--- config.mk ---
export PLATFORM = sky130hd
export DESIGN_NAME = reg_write_arbiter
export DESIGN_NICKNAME = d
export VERILOG_FILES = /design/src/rtl/reg_write_arbiter.sv
export SDC_FILE = /design/constraint.sdc
export NUM_CORES = 1
export LEC_CHECK = 0
export ABC_AREA = 0
export BUFFER_PORTS_ARGS = -buffer_cell sky130_fd_sc_hd__buf_2
export CAP_MARGIN = 20
export CORE_ASPECT_RATIO = 0.9
export CORE_MARGIN = 3
export CORE_UTILIZATION = 50
export DETAILED_ROUTE_END_ITERATION = 10
export PLACE_DENSITY = 0.8
export SLEW_MARGIN = 20
export SYNTH_ARGS = -nofsm -noshare
export SYNTH_HDL_FRONTEND = slang
export SYNTH_SLANG_ARGS = --single-unit
export TNS_END_PERCENT = 1
--- constraint.sdc ---
create_clock -name clk -period 3 [get_ports clk]
set_clock_uncertainty 0.05 [all_clocks]
set_input_delay 0.3 -clock clk [delete_from_list [all_inputs] [get_ports clk]]
set_output_delay 0.3 -clock clk [all_outputs]
set_load 0.05 [all_outputs]
--- src/rtl/reg_write_arbiter.sv ---
// Round-robin write arbiter that commits one requester's word at a time into a
// shared holding register, acknowledging each commit with a one-cycle pulse.
module reg_write_arbiter #(
    parameter int WIDTH = 8,
    parameter int NREQ  = 4,
    parameter int CW    = 16
) (
    input  logic                    clk,
    input  logic                    reset,
    input  logic                    en,
    input  logic [NREQ-1:0]         req,
    input  logic [NREQ*WIDTH-1:0]   wdata,
    output logic [NREQ-1:0]         gnt,
    output logic [NREQ-1:0]         ack,
    output logic [WIDTH-1:0]        q,
    output logic                    q_valid,
    output logic [2:0]              owner,
    output logic                    busy,
    output logic [CW-1:0]           commit_count
);

    typedef enum logic [1:0] {
        ST_IDLE  = 2'd0,
        ST_GRANT = 2'd1,
        ST_ACK   = 2'd2
    } state_t;

    state_t             state_q;
    logic [2:0]         win_q;
    logic [2:0]         ptr_q;
    logic [NREQ-1:0]    gnt_q;
    logic [NREQ-1:0]    ack_q;
    logic [WIDTH-1:0]   q_q;
    logic               q_valid_q;
    logic [2:0]         owner_q;
    logic [CW-1:0]      cnt_q;

    logic [2*NREQ-1:0]  dbl_s;
    logic [NREQ-1:0]    rot_s;
    logic [2:0]         off_s;
    logic [3:0]         sum_s;
    logic [2:0]         win_s;
    logic               hit_s;
    logic [WIDTH-1:0]   wsel_s;
    logic [2:0]         ptr_next_s;

    function automatic logic [NREQ-1:0] onehot(input logic [2:0] idx);
        logic [NREQ-1:0] oh;
        for (int i = 0; i < NREQ; i++) begin
            oh[i] = (idx == 3'(i));
        end
        return oh;
    endfunction

    // Rotate requests so the pointer position sits at bit 0, then take the lowest set bit.
    always_comb begin
        dbl_s = {req, req} >> ptr_q;
        rot_s = dbl_s[NREQ-1:0];
        off_s = 3'd0;
        for (int k = NREQ - 1; k >= 0; k--) begin
            if (rot_s[k]) begin
                off_s = 3'(k);
            end else begin
                off_s = off_s;
            end
        end
        sum_s = {1'b0, ptr_q} + {1'b0, off_s};
        if (sum_s >= 4'(NREQ)) begin
            win_s = 3'(sum_s - 4'(NREQ));
        end else begin
            win_s = sum_s[2:0];
        end
        hit_s = |req;
    end

    // Data slice of the latched winner and the pointer position just past it.
    always_comb begin
        wsel_s = '0;
        for (int i = 0; i < NREQ; i++) begin
            if (win_q == 3'(i)) begin
                wsel_s = wdata[i*WIDTH +: WIDTH];
            end else begin
                wsel_s = wsel_s;
            end
        end
        if (win_q == 3'(NREQ - 1)) begin
            ptr_next_s = 3'd0;
        end else begin
            ptr_next_s = win_q + 3'd1;
        end
    end

    // Grant/commit/acknowledge sequencer with all outputs registered.
    always_ff @(posedge clk or posedge reset) begin
        if (reset) begin
            state_q   <= ST_IDLE;
            win_q     <= 3'd0;
            ptr_q     <= 3'd0;
            gnt_q     <= '0;
            ack_q     <= '0;
            q_q       <= '0;
            q_valid_q <= 1'b0;
            owner_q   <= 3'd0;
            cnt_q     <= '0;
        end else begin
            case (state_q)
                ST_IDLE: begin
                    if (en && hit_s) begin
                        win_q   <= win_s;
                        gnt_q   <= onehot(win_s);
                        state_q <= ST_GRANT;
                    end else begin
                        gnt_q   <= '0;
                    end
                end
                ST_GRANT: begin
                    q_q       <= wsel_s;
                    owner_q   <= win_q;
                    q_valid_q <= 1'b1;
                    cnt_q     <= cnt_q + {{(CW-1){1'b0}}, 1'b1};
                    ack_q     <= onehot(win_q);
                    gnt_q     <= '0;
                    ptr_q     <= ptr_next_s;
                    state_q   <= ST_ACK;
                end
                ST_ACK: begin
                    ack_q   <= '0;
                    state_q <= ST_IDLE;
                end
                default: begin
                    gnt_q   <= '0;
                    ack_q   <= '0;
                    state_q <= ST_IDLE;
                end
            endcase
        end
    end

    assign gnt          = gnt_q;
    assign ack          = ack_q;
    assign q            = q_q;
    assign q_valid      = q_valid_q;
    assign owner        = owner_q;
    assign busy         = (state_q != ST_IDLE);
    assign commit_count = cnt_q;

endmodule

=== Word level (Yosys, flattened, before mapping) ===
Index checks and enable logic that the tools add are counted.

* Register bits after elaboration: 44
* Latch bits: 0
* Memory bits (writable): 0
* ROM bits: 0
* Input bits: 39
* Output and inout port bits: 37
* Word-level logic and storage cells: 46
* Memories: 0

* $add $sub $neg: 4
* Multiply operators: 0
* Divide/modulo/power cells: 0
* Magnitude comparators: 1
* Eq/ne operators: 9
* Shift-type cells: 1
* Mux-type cells: 15
* Bitwise gates (word level): 0
* Reduce and logical (&&, ||, !) cells: 7

{| class="wikitable"
|+ Operators with widths
! cell !! count
|-
| 8-bit 2-to-1 mux || 4
|-
| 16-bit by 1-bit adder with 16-bit output, second input constant || 1
|-
| 4-bit case mux with 2 select lines || 2
|-
| 3-bit 2-to-1 mux || 5
|-
| 3-bit by 2-bit == test with 1-bit output, second input constant || 4
|-
| 8-bit by 3-bit right shift with 4-bit output || 1
|-
| 3-bit by 1-bit == test with 1-bit output, second input constant || 2
|-
| 3-bit zero test || 2
|-
| 3-bit by 3-bit adder with 4-bit output || 1
|-
| 4-bit by 3-bit greater-or-equal comparator with 1-bit output, second input constant || 1
|-
| 2-bit 2-to-1 mux || 2
|-
| 4-bit 2-to-1 mux || 1
|-
| 2-bit case mux with 2 select lines || 1
|-
| 4-bit OR reduction || 1
|-
| 3-bit by 1-bit adder with 3-bit output, second input constant || 1
|-
| 3-bit subtractor, second input constant || 1
|-
| 2-bit by 1-bit == test with 1-bit output, second input constant || 1
|-
| 2-bit == test, second input constant || 1
|-
| 2-bit zero test || 1
|-
| 2-bit != test, second input constant || 1
|-
| 2-bit AND reduction || 1
|-
| 2-bit nonzero test || 1
|-
| 1-bit logical AND || 1
|}

=== Depth between registers and ports, before layout ===
Gate-level depths: netlist of run 1.

* Depth in word-level cells: 11
* Gate-level depth with buffers: 10
* Depth with buffers taken out: 9

=== Worst setup path before layout of run 1 ===
Ideal clock, no wire load.

* Kind: reg2reg
* Start: register ptr_q[0]
* End: register gnt_q[1], in the netlist gnt[1]
* Library setup time: 95 ps
* Arrival: 2416 ps
* Data required time: 2855 ps
* Path slack: 438 ps
* Cell stages (with the launch flop): 9
* Buffers on the path: 1
* Clock period less this slack: 2562 ps
* Cell sequence: dfrtp_1 -> clkbuf_1 -> mux2_2 -> or2_2 -> mux2i_1 -> ha_1 -> a21o_1 -> a311o_1 -> o31ai_1

* Cells in the longest elaborated chain, start to end: 11
* Elaborated cells between the ends (all ways): 12
* Classes of those cells: add/sub: 2; order compare: 1; eq/ne: 1; shift: 1; mux: 7

{| class="wikitable"
|+ RTL lines
! item !! RTL line !! text
|-
| start, declared || 30 || <nowiki>logic [2:0] ptr_q;</nowiki>
|-
| start signal, assigned || 123 || <nowiki>ptr_q <= ptr_next_s;</nowiki>
|-
| 8-bit by 3-bit right shift with 4-bit output || 57 || <nowiki>dbl_s = {req, req} >> ptr_q;</nowiki>
|-
| 2-bit 2-to-1 mux || 61 || <nowiki>if (rot_s[k]) begin</nowiki>
|-
| 3-bit 2-to-1 mux (3 in series) || 61 ||
|-
| 3-bit by 3-bit adder with 4-bit output (*) || 67 || <nowiki>sum_s = {1'b0, ptr_q} + {1'b0, off_s};</nowiki>
|-
| 4-bit by 3-bit greater-or-equal comparator with 1-bit output / 3-bit subtractor (equally long branches) || 68, 69 ||
|-
| 3-bit 2-to-1 mux (*) || 68 || <nowiki>if (sum_s >= 4'(NREQ)) begin</nowiki>
|-
| 3-bit by 1-bit == test with 1-bit output (*) || 50 || <nowiki>oh[i] = (idx == 3'(i));</nowiki>
|-
| 4-bit 2-to-1 mux (*) || 108 || <nowiki>if (en && hit_s) begin</nowiki>
|-
| 4-bit case mux with 2 select lines (*) || 106 || <nowiki>case (state_q)</nowiki>
|-
| end signal, assigned || 110 || <nowiki>gnt_q <= onehot(win_s);</nowiki>
|-
| end, declared || 31 || <nowiki>logic [NREQ-1:0] gnt_q;</nowiki>
|}

Every way passes the cells marked *; elsewhere a longest branch is shown, timed or not.
A chain may end at the register's enable or synchronous reset.

=== Final worst setup path of run 1 ===
Same ends and word-level chain as after synthesis.

==> metrics.csv, run 1 <==
metric;value;unit
routabilityCongestion;0.834;
hold_path.class;input port to asynchronous set/reset pin;
drive_above_1_share;31.9;%
cellPowerDensity;996;nW/um^2
ctsResizeCount;0;
dr.first_iter.drc_count;78;
cts_tree;built;
yosysMostFrequentCell;dfrtp_1;
cts.clk_slew.worst_paths;80;ps
cp-startpoint;ptr_q[0]$_DFFE_PP0N_;
synthArstFlopShare;100;%
post-route-min-period;2610;ps
cts_buffers;5;
critical_path_class;flip-flop to flip-flop;
netlist_instances;210;
drv_slew;0;
wl;4.71;mm
cts_sinks;44;
detail-route-antenna-nets;0;
netlist-cell-type-count;32;
synthTopCellsByCount;dfrtp_1 (44), nand2_1 (29), a22o_1 (12);
nNetsFinal;331;
synth_top_cell_by_area;dfrtp_1;
drc_errors;0;
coreArea;4160;sq um
yosysSeqAreaShare;49.8;%
fin_ws;388;ps
r2r-end;gnt[1]$_DFFE_PP0P_;
ys.flop_type;dfrtp_1;
switchingPower;1260;uW
worst_setup_path_end_kind;flip-flop;
syn-num-nets;257;
setup_viol;0;
grt_max_degree;27;
clock_power_share;17.2;%
synth_top_area_share;49.8;%
via_per_inst;5.19;
cp_max_fo;7;
min_period_over_period;87.1;%
wl_per_cell;13.6;um
synthTopCellsByArea;dfrtp_1 (50%), nand2_1 (4.9%), a22o_1 (4.8%), xnor2_1 (4.4%), ha_1 (4.0%);
overflow;0;
r2r_cells;7;
ios;76;
dr.pass1.iters;4;
synth_area_per_cell;10.5;sq um
rows;22;
irDropWorstVdd;0.573;mV
r2r-start;ptr_q[0]$_DFFE_PP0N_;
start_kind;flip-flop;
setup_tns;0;ps
grt_pass1_wl;8.22;mm
die_height;69.1;um
synth_area;2210;sq um
grt_usage;19.0;%
grt_antenna_before_repair;0;
worst_pin_slew;864;ps
p_int;1470;uW
diodes;0;
ys_ff_latch;44;
ff_latch_area;1100;sq um
dp_hpwl;3.62;mm
synth_edf_count;0;
fp.dieArea;5250;sq um
num-fill-cells;334;
multi_input_area;1040;sq um
arrival;2760;ps
endpoint;gnt[1]$_DFFE_PP0P_;
fmax;383;MHz
reg2reg_slack;390;ps
yosys_warnings;0;
io_buffers;75;
hold_buffers;0;
ctsLongestPathBuffers;2;
grt_pass1_vias;1799;
maxCapViolCount;0;
finalHoldViolCount;0;
timing.slew.headroom;42.0;%
status;finished, final reports clean;
root_buffer;clkbuf_8;
syn2layout_area_growth;24.3;%
p_leak;0.00141;uW
comb_power_share;49.1;%
num_vias;1792;
start_util;53.2;%
pre_cts_ws;407;ps
power_frac_seq;33.7;%
rsz0062_at_grt;no;
netSwitchingFraction;46.2;%
required;3150;ps
clock_latency;300;ps
die_w;76.1;um
htreeDepth;2;
holdWs;17.3;ps
cts_setup_buffers;0;
==> cell families (layout without fill, tap and decap cells) <==
| kind of cell | after synthesis | count (layout) | synth area share (%) |
|---|---|---|---|
| multiplexers | 5 | 5 | 2.32 |
| adder cells (fa/ha/maj) | 8 | 8 | 4.87 |
| AO/OA/AOI/OAI | 44 | 44 | 14.9 |
| flip-flops | 44 | 44 | 49.8 |
| AND/OR/NAND/NOR | 78 | 78 | 18.9 |
| XOR/XNOR | 15 | 15 | 5.95 |
| buffers and inverters | 16 | 91 | 3.23 |
==> per-layer routing <==
layer | vias up | part of all wire, % | track usage (%)
met2 | 65 | 46 | 30.4
met4 | 0 | 0.49 | 4.23
li1 | 892 | - | -
met1 | 833 | 46 | 25.6
met5 | - | 0 | 0
met3 | 2 | 7.4 | 5.87
==> flip-flops by register name (all words and copies together), names as in the netlist <==
register / flops
owner: 3
win_q: 3
state_q: 2
gnt: 4
ack: 4
commit_count: 16
q: 8
q_valid: 1
ptr_q: 3
==> worst max-delay path: stages (launching register included) <==
cell and delay [ps]:
dfrtp_1 480, mux2_2 380, or2_2 290, mux2i_1 250, ha_1 280, a21o_1 160, a311o_1 410, o31ai_1 220
==> power by group through the flow <==
stage	clock [uW]	combinational [uW]	sequential (uW)
floorplan	0	615	1360
global placement	0	1330	926
detailed placement	0	1350	932
CTS	483	1350	924
global route	511	1460	954
finish	471	1340	921
==> how the worst min path moves through the flow <==
stage          slack (ps)                  from  cells past startpoint                      endpoint
6_report               20                 reset                      2            gnt[1]$_DFFE_PP0P_
2_1_floorplan         430  ptr_q[2]$_DFFE_PP0N_                      2          ptr_q[2]$_DFFE_PP0N_
3_5_place_dp          360                 reset                      2            gnt[0]$_DFFE_PP0P_
3_3_place_gp          360                 reset                      2            gnt[1]$_DFFE_PP0P_
5_1_grt                70                 reset                      2  commit_count[13]$_DFFE_PP0N_
4_1_cts                40                 reset                      2   commit_count[0]$_DFFE_PP0N_
==> per-stage QoR <==
stage	total power, uW	std cells	util, %	area [sq um]
after floorplan	1970	210	-	2210
after global placement	2260	337	63.2	2630
after detailed placement	2280	337	63.2	2630
after CTS	2760	345	66.1	2750
after global routing	2920	345	66.1	2750
final	2740	345	66.1	2750
==> area by class of cell <==
class | count | area share (%)
clock buffers | 6 | 3.01
clock inverters | 2 | 1.41
inverters | 6 | 0.820
multi-input cells | 150 | 37.8
flip-flops and latches | 44 | 40.1
well taps | 60 | 2.73
repair buffers | 77 | 14.2
==> layout by cell type, fill, tap and decap left out <==
cell       instances
buf_2             75
dfrtp_1           44
nand2_1           29
a22o_1            12
nor2b_1           11
xnor2_1           11
o31ai_1           10
a221oi_1           8
o21ai_0            8
nor2_1             7
nand3b_1           7
ha_1               7
clkbuf_8           6
nand2b_1           5
inv_1              5
mux2i_1            4
nand3_1            4
xor2_1             4
a21oi_1            3
or2_2              3
nand4_1            3
and3_1             3
nor3_2             2
and4_1             2
buf_4              2
a21o_1             1
or3b_1             1
nor4_1             1
a311o_1            1
o21a_1             1
mux2_2             1
clkinv_1           1
fa_1               1
bufinv_16          1
clkinv_4           1
No activity file was read; power rests on OpenSTA's default activity.
==> run 2, diff against run 1 <==
--- a/config.mk
+++ b/config.mk
@@ -13,6 +13,7 @@
 export CORE_UTILIZATION = 50
 export DETAILED_ROUTE_END_ITERATION = 10
 export PLACE_DENSITY = 0.8
+export REMOVE_ABC_BUFFERS = 1
 export SLEW_MARGIN = 20
 export SYNTH_ARGS = -nofsm -noshare
 export SYNTH_HDL_FRONTEND = slang
==> run 2 against run 1 <==
Against the previous run: first-iteration DRC count is 46% higher; sequential share of layout area is 0.43 points lower; cell count is 0.29% lower; die area stayed put; non-clock buffer count is 1 lower; utilization is 0.72 points higher.
==> metrics.csv, run 2 (same netlist as run 1, synthesis figures left out) <==
metric;value;unit;change
rows;22;;unchanged
setup_viol;0;;unchanged
ios;76;;unchanged
drive_above_1_share;32.0;%;+0.11 points
grt_antenna_before_repair;0;;unchanged
status;finished, final reports clean;;
die_w;76.1;um;unchanged
cellPowerDensity;1040;nW/um^2;+4.4%
fmax;371;MHz;-3.1%
ctsLongestPathBuffers;2;;unchanged
start_util;53.2;%;unchanged
cts_buffers;5;;unchanged
wl_per_cell;13.8;um;+0.93%
syn2layout_area_growth;25.7;%;
min_period_over_period;89.8;%;+2.8 points
dr.first_iter.drc_count;114;;+46%
setup_tns;0;ps;unchanged
start_kind;flip-flop;;
arrival;2850;ps;+90 ps
clock_latency;300;ps;about the same
timing.slew.headroom;41.7;%;-0.34 points
worst_pin_slew;873;ps;+9.10 ps
rsz0062_at_grt;no;;
grt_pass1_vias;1714;;-4.7%
largest_reg_flops;16;;unchanged
grt_max_degree;45;;+67%
cts_setup_buffers;0;;unchanged
fp.dieArea;5250;sq um;unchanged
detail-route-antenna-nets;0;;unchanged
cts_sinks;44;;unchanged
cp_max_fo;7;;unchanged
post-route-min-period;2700;ps;+83.5 ps
diodes;0;;unchanged
hold_buffers;0;;unchanged
io_buffers;75;;unchanged
dr.pass1.iters;4;;unchanged
final_common_cell;buf_2;;
layout_common_cells;buf_2 (75), dfrtp_1 (44), nand2_1 (29);;
maxCapViolCount;0;;unchanged
irDropWorstVdd;0.523;mV;-8.8%
via_per_inst;5.26;;+1.2%
finish.instance_area;2780;sq um;+1.1%
hold_path.class;input port to asynchronous set/reset pin;;
drv_slew;0;;unchanged
wl;4.74;mm;+0.64%
cts.clk_slew.worst_paths;90;ps;about the same
placed_area;2620;sq um;-0.29%
grt_usage;18.7;%;-0.29 points
required;3160;ps;about the same
root_buffer;clkbuf_8;;
grt_pass1_wl;8.05;mm;-2.1%
htreeDepth;2;;unchanged
num_vias;1808;;+0.89%
finalPower;2890;uW;+5.5%
cts_tree;built;;
worst_setup_path_end_kind;flip-flop;;
overflow;0;;unchanged
nNetsFinal;330;;-0.30%
finalHoldViolCount;0;;unchanged
p_leak;0.00142;uW;+1.1%
die_height;69.1;um;unchanged
critical_path_class;flip-flop to flip-flop;;
coreArea;4160;sq um;unchanged
dp_hpwl;3.53;mm;-2.5%
routabilityCongestion;0.774;;-7.2%
ctsResizeCount;0;;unchanged
drc_errors;0;;unchanged
-- run 2: cell types whose count changed in the layout (fill, tap and decap cells not counted) --
cell / delta
clkbuf_8: -1
clkinv_1: -1
bufinv_16: +2
inv_2: +1
buf_4: -1
clkinv_4: -1
-- run 2: layout make-up --
cell class	count	area, sq um
well taps	60	75.1
repair buffers	76	383
fillers	333	1380
clock buffers	5	68.8
flip-flops and latches	44	1100
clock inverters	3	90.1
inverters	6	22.5
multi-input cells	150	1040
-- run 2: routing by layer --
| layer | GRT usage, % | up-vias | routed length [um] |
|---|---|---|---|
| li1 | - | 889 | - |
| met1 | 25.6 | 851 | 2150 |
| met2 | 28.9 | 63 | 2220 |
| met3 | 5.22 | 5 | 308 |
| met4 | 6.24 | 0 | 57 |
| met5 | 0 | - | 0 |
-- run 2: worst max-delay path, cell delays in order, from the launching register on --
cell	delay, ps
dfrtp_1	520
mux2i_1	350
nand2_1	110
or2_2	270
mux2i_1	240
ha_1	280
a21o_1	150
a311o_1	420
o31ai_1	220
-- run 2: final timing paths --
kind | startpoint | to | slack (ps) | cells past startpoint
setup reg to reg | ptr_q[0]$_DFFE_PP0N_ | gnt[0]$_DFFE_PP0P_ | 300 | 8
hold reg to reg | commit_count[15]$_DFFE_PP0N_ | commit_count[15]$_DFFE_PP0N_ | 420 | 1
min in group clk | wdata[25] | q[1]$_DFFE_PP0N_ | 260 | 4
max in group asynchronous | reset | q[6]$_DFFE_PP0N_ | 2220 | 2
hold / removal | reset | commit_count[2]$_DFFE_PP0N_ | 120 | 2
setup / recovery | ptr_q[0]$_DFFE_PP0N_ | gnt[0]$_DFFE_PP0P_ | 300 | 8
-- run 2: metrics by stage --
stage / cells / hold slack, ps / setup slack, ps / utilization [%]
floorplan: 200 / 432 / 556 / -
global placement: 336 / 402 / 475 / 63.0
detailed placement: 336 / 412 / 332 / 63.0
CTS: 344 / 154 / 317 / 66.8
global route: 344 / 195 / 109 / 66.8
finish: 344 / 125 / 305 / 66.8
-- run 2: power breakdown --
part / internal, uW / switching (uW)
sequential: 763 / 159
clock: 416 / 200
combinational: 436 / 912
total: 1620 / 1270
==> run 3, diff against run 2 <==
--- a/config.mk
+++ b/config.mk
@@ -12,6 +12,7 @@
 export CORE_MARGIN = 3
 export CORE_UTILIZATION = 50
 export DETAILED_ROUTE_END_ITERATION = 10
+export MAX_ROUTING_LAYER = met4
 export PLACE_DENSITY = 0.8
 export REMOVE_ABC_BUFFERS = 1
 export SLEW_MARGIN = 20
==> run 3 against run 2 <==
Against the previous run: first-iteration DRC count decreased by 9.6%; non-clock buffer count unchanged; maximum frequency decreased by 0.47%; global-route usage increased by 0.54 points; worst hold slack improved by 1.6 ps; register-to-register slack about the same; count of clock-buffer cells in the layout unchanged; sequential cell count unchanged; critical endpoint unchanged; largest power group unchanged; highest routed layer unchanged.
==> metrics.csv, run 3 (same netlist as run 1, synthesis figures left out) <==
metric;value;unit;change
status;finished, final reports clean;;
arrival;2860;ps;about the same
drive_above_1_share;32.0;%;unchanged
irDropWorstVdd;0.525;mV;+0.32%
min_period_over_period;90.3;%;+0.42 points
htreeDepth;2;;unchanged
ctsResizeCount;0;;unchanged
finalHoldViolCount;0;;unchanged
start_kind;flip-flop;;
finalPower;2890;uW;about the same
setup_viol;0;;unchanged
timing.slew.headroom;41.5;%;-0.17 points
required;3150;ps;about the same
ctsLongestPathBuffers;2;;unchanged
routabilityCongestion;0.785;;+1.3%
overflow;0;;unchanged
rows;22;;unchanged
die_w;76.1;um;unchanged
grt_usage;19.3;%;+0.54 points
root_buffer;clkbuf_8;;
num-fill-cells;333;;unchanged
fmax;369;MHz;-0.47%
worst_setup_path_end_kind;flip-flop;;
wl_per_cell;13.8;um;+0.51%
die_height;69.1;um;unchanged
post-route-min-period;2710;ps;+12.6 ps
dr.first_iter.drc_count;103;;-9.6%
io_buffers;75;;unchanged
cts_sinks;44;;unchanged
detail-route-antenna-nets;0;;unchanged
holdWs;126;ps;+1.63 ps
clock_latency;300;ps;about the same
rsz0062_at_grt;no;;
start_util;53.2;%;unchanged
coreArea;4160;sq um;unchanged
final_common_cell;buf_2;;
nNetsFinal;330;;unchanged
r2r_cells;8;;unchanged
drv_slew;0;;unchanged
reg2reg_slack;290;ps;about the same
grt_pass1_vias;1717;;+0.18%
hold_path.class;input port to asynchronous set/reset pin;;
largest_reg_flops;16;;unchanged
r2r-end;gnt[0]$_DFFE_PP0P_;;
layout_common_cells;buf_2 (75), dfrtp_1 (44), nand2_1 (29);;
cts.clk_slew.worst_paths;90;ps;about the same
diodes;0;;unchanged
dp_hpwl;3.53;mm;unchanged
hold_buffers;0;;unchanged
p_leak;0.00142;uW;unchanged
cp_max_fo;7;;unchanged
finish.instance_area;2780;sq um;unchanged
cts_buffers;5;;unchanged
grt_max_degree;45;;unchanged
placed_area;2620;sq um;unchanged
worst_pin_slew;876;ps;+2.57 ps
cellPowerDensity;1040;nW/um^2;about the same
ios;76;;unchanged
syn2layout_area_growth;25.7;%;unchanged
dr.pass1.iters;4;;unchanged
num_vias;1836;;+1.5%
maxCapViolCount;0;;unchanged
r2r-start;ptr_q[0]$_DFFE_PP0N_;;
drc_errors;0;;unchanged
cts_setup_buffers;0;;unchanged
ff_latch_area;1100;sq um;unchanged
grt_antenna_before_repair;0;;unchanged
wl;4.76;mm;+0.51%
via_per_inst;5.34;;+1.5%
fp.dieArea;5250;sq um;unchanged
multi_input_area;1040;sq um;unchanged
cts_tree;built;;
setup_tns;0;ps;unchanged
critical_path_class;flip-flop to flip-flop;;
grt_pass1_wl;8.04;mm;about the same
-- run 3: stage by stage --
step           worst slack, ps  std cells  util (%)
2_1_floorplan              556        200         -
3_3_place_gp               475        336      63.0
3_5_place_dp               332        336      63.0
4_1_cts                    317        344      66.8
5_1_grt                    109        344      66.8
6_report                   292        344      66.8
-- run 3: power breakdown --
| group | switching, uW | internal, uW | leakage (uW) |
|---|---|---|---|
| Sequential | 160 | 763 | 0.000578 |
| Combinational | 912 | 436 | 0.000768 |
| Clock | 201 | 416 | 0.0000784 |
-- run 3: metal layers --
| metal | share of wire, % | vias to the layer above | global-route usage (%) | wire, um |
|---|---|---|---|---|
| met5 | 0 | - | - | 0 |
| met4 | 1.3 | 0 | 5.63 | 61 |
| met3 | 6.3 | 6 | 5.48 | 299 |
| met2 | 46 | 67 | 28.9 | 2210 |
| met1 | 46 | 871 | 25.7 | 2190 |
| li1 | - | 892 | - | - |
-- run 3: area by class of cell --
cell class                 instances  area share (%)
multi-input combinational        150            37.3
clock buffer                       5            2.48
sequential                        44            39.6
inverter                           6           0.811
tap                               60            2.70
timing repair buffer              76            13.8
clock inverter                     3            3.24
-- run 3: worst max-delay path by stage --
stage                                    start  slack [ps]  cells after the start                  to
after floorplan           ptr_q[0]$_DFFE_PP0N_         560                      7  gnt[1]$_DFFE_PP0P_
after global placement    ptr_q[0]$_DFFE_PP0N_         470                      7  gnt[1]$_DFFE_PP0P_
after CTS                 ptr_q[0]$_DFFE_PP0N_         320                      8  gnt[0]$_DFFE_PP0P_
after detailed placement  ptr_q[0]$_DFFE_PP0N_         330                      8  gnt[0]$_DFFE_PP0P_
after global routing      ptr_q[0]$_DFFE_PP0N_         110                      8  gnt[0]$_DFFE_PP0P_
final                     ptr_q[0]$_DFFE_PP0N_         290                      8  gnt[0]$_DFFE_PP0P_
-- run 3: critical path, cell delays in order (launching register included) --
cell and delay [ps]:
dfrtp_1 520, mux2i_1 360, nand2_1 110, or2_2 280, mux2i_1 240, ha_1 280, a21o_1 150, a311o_1 420
o31ai_1 220
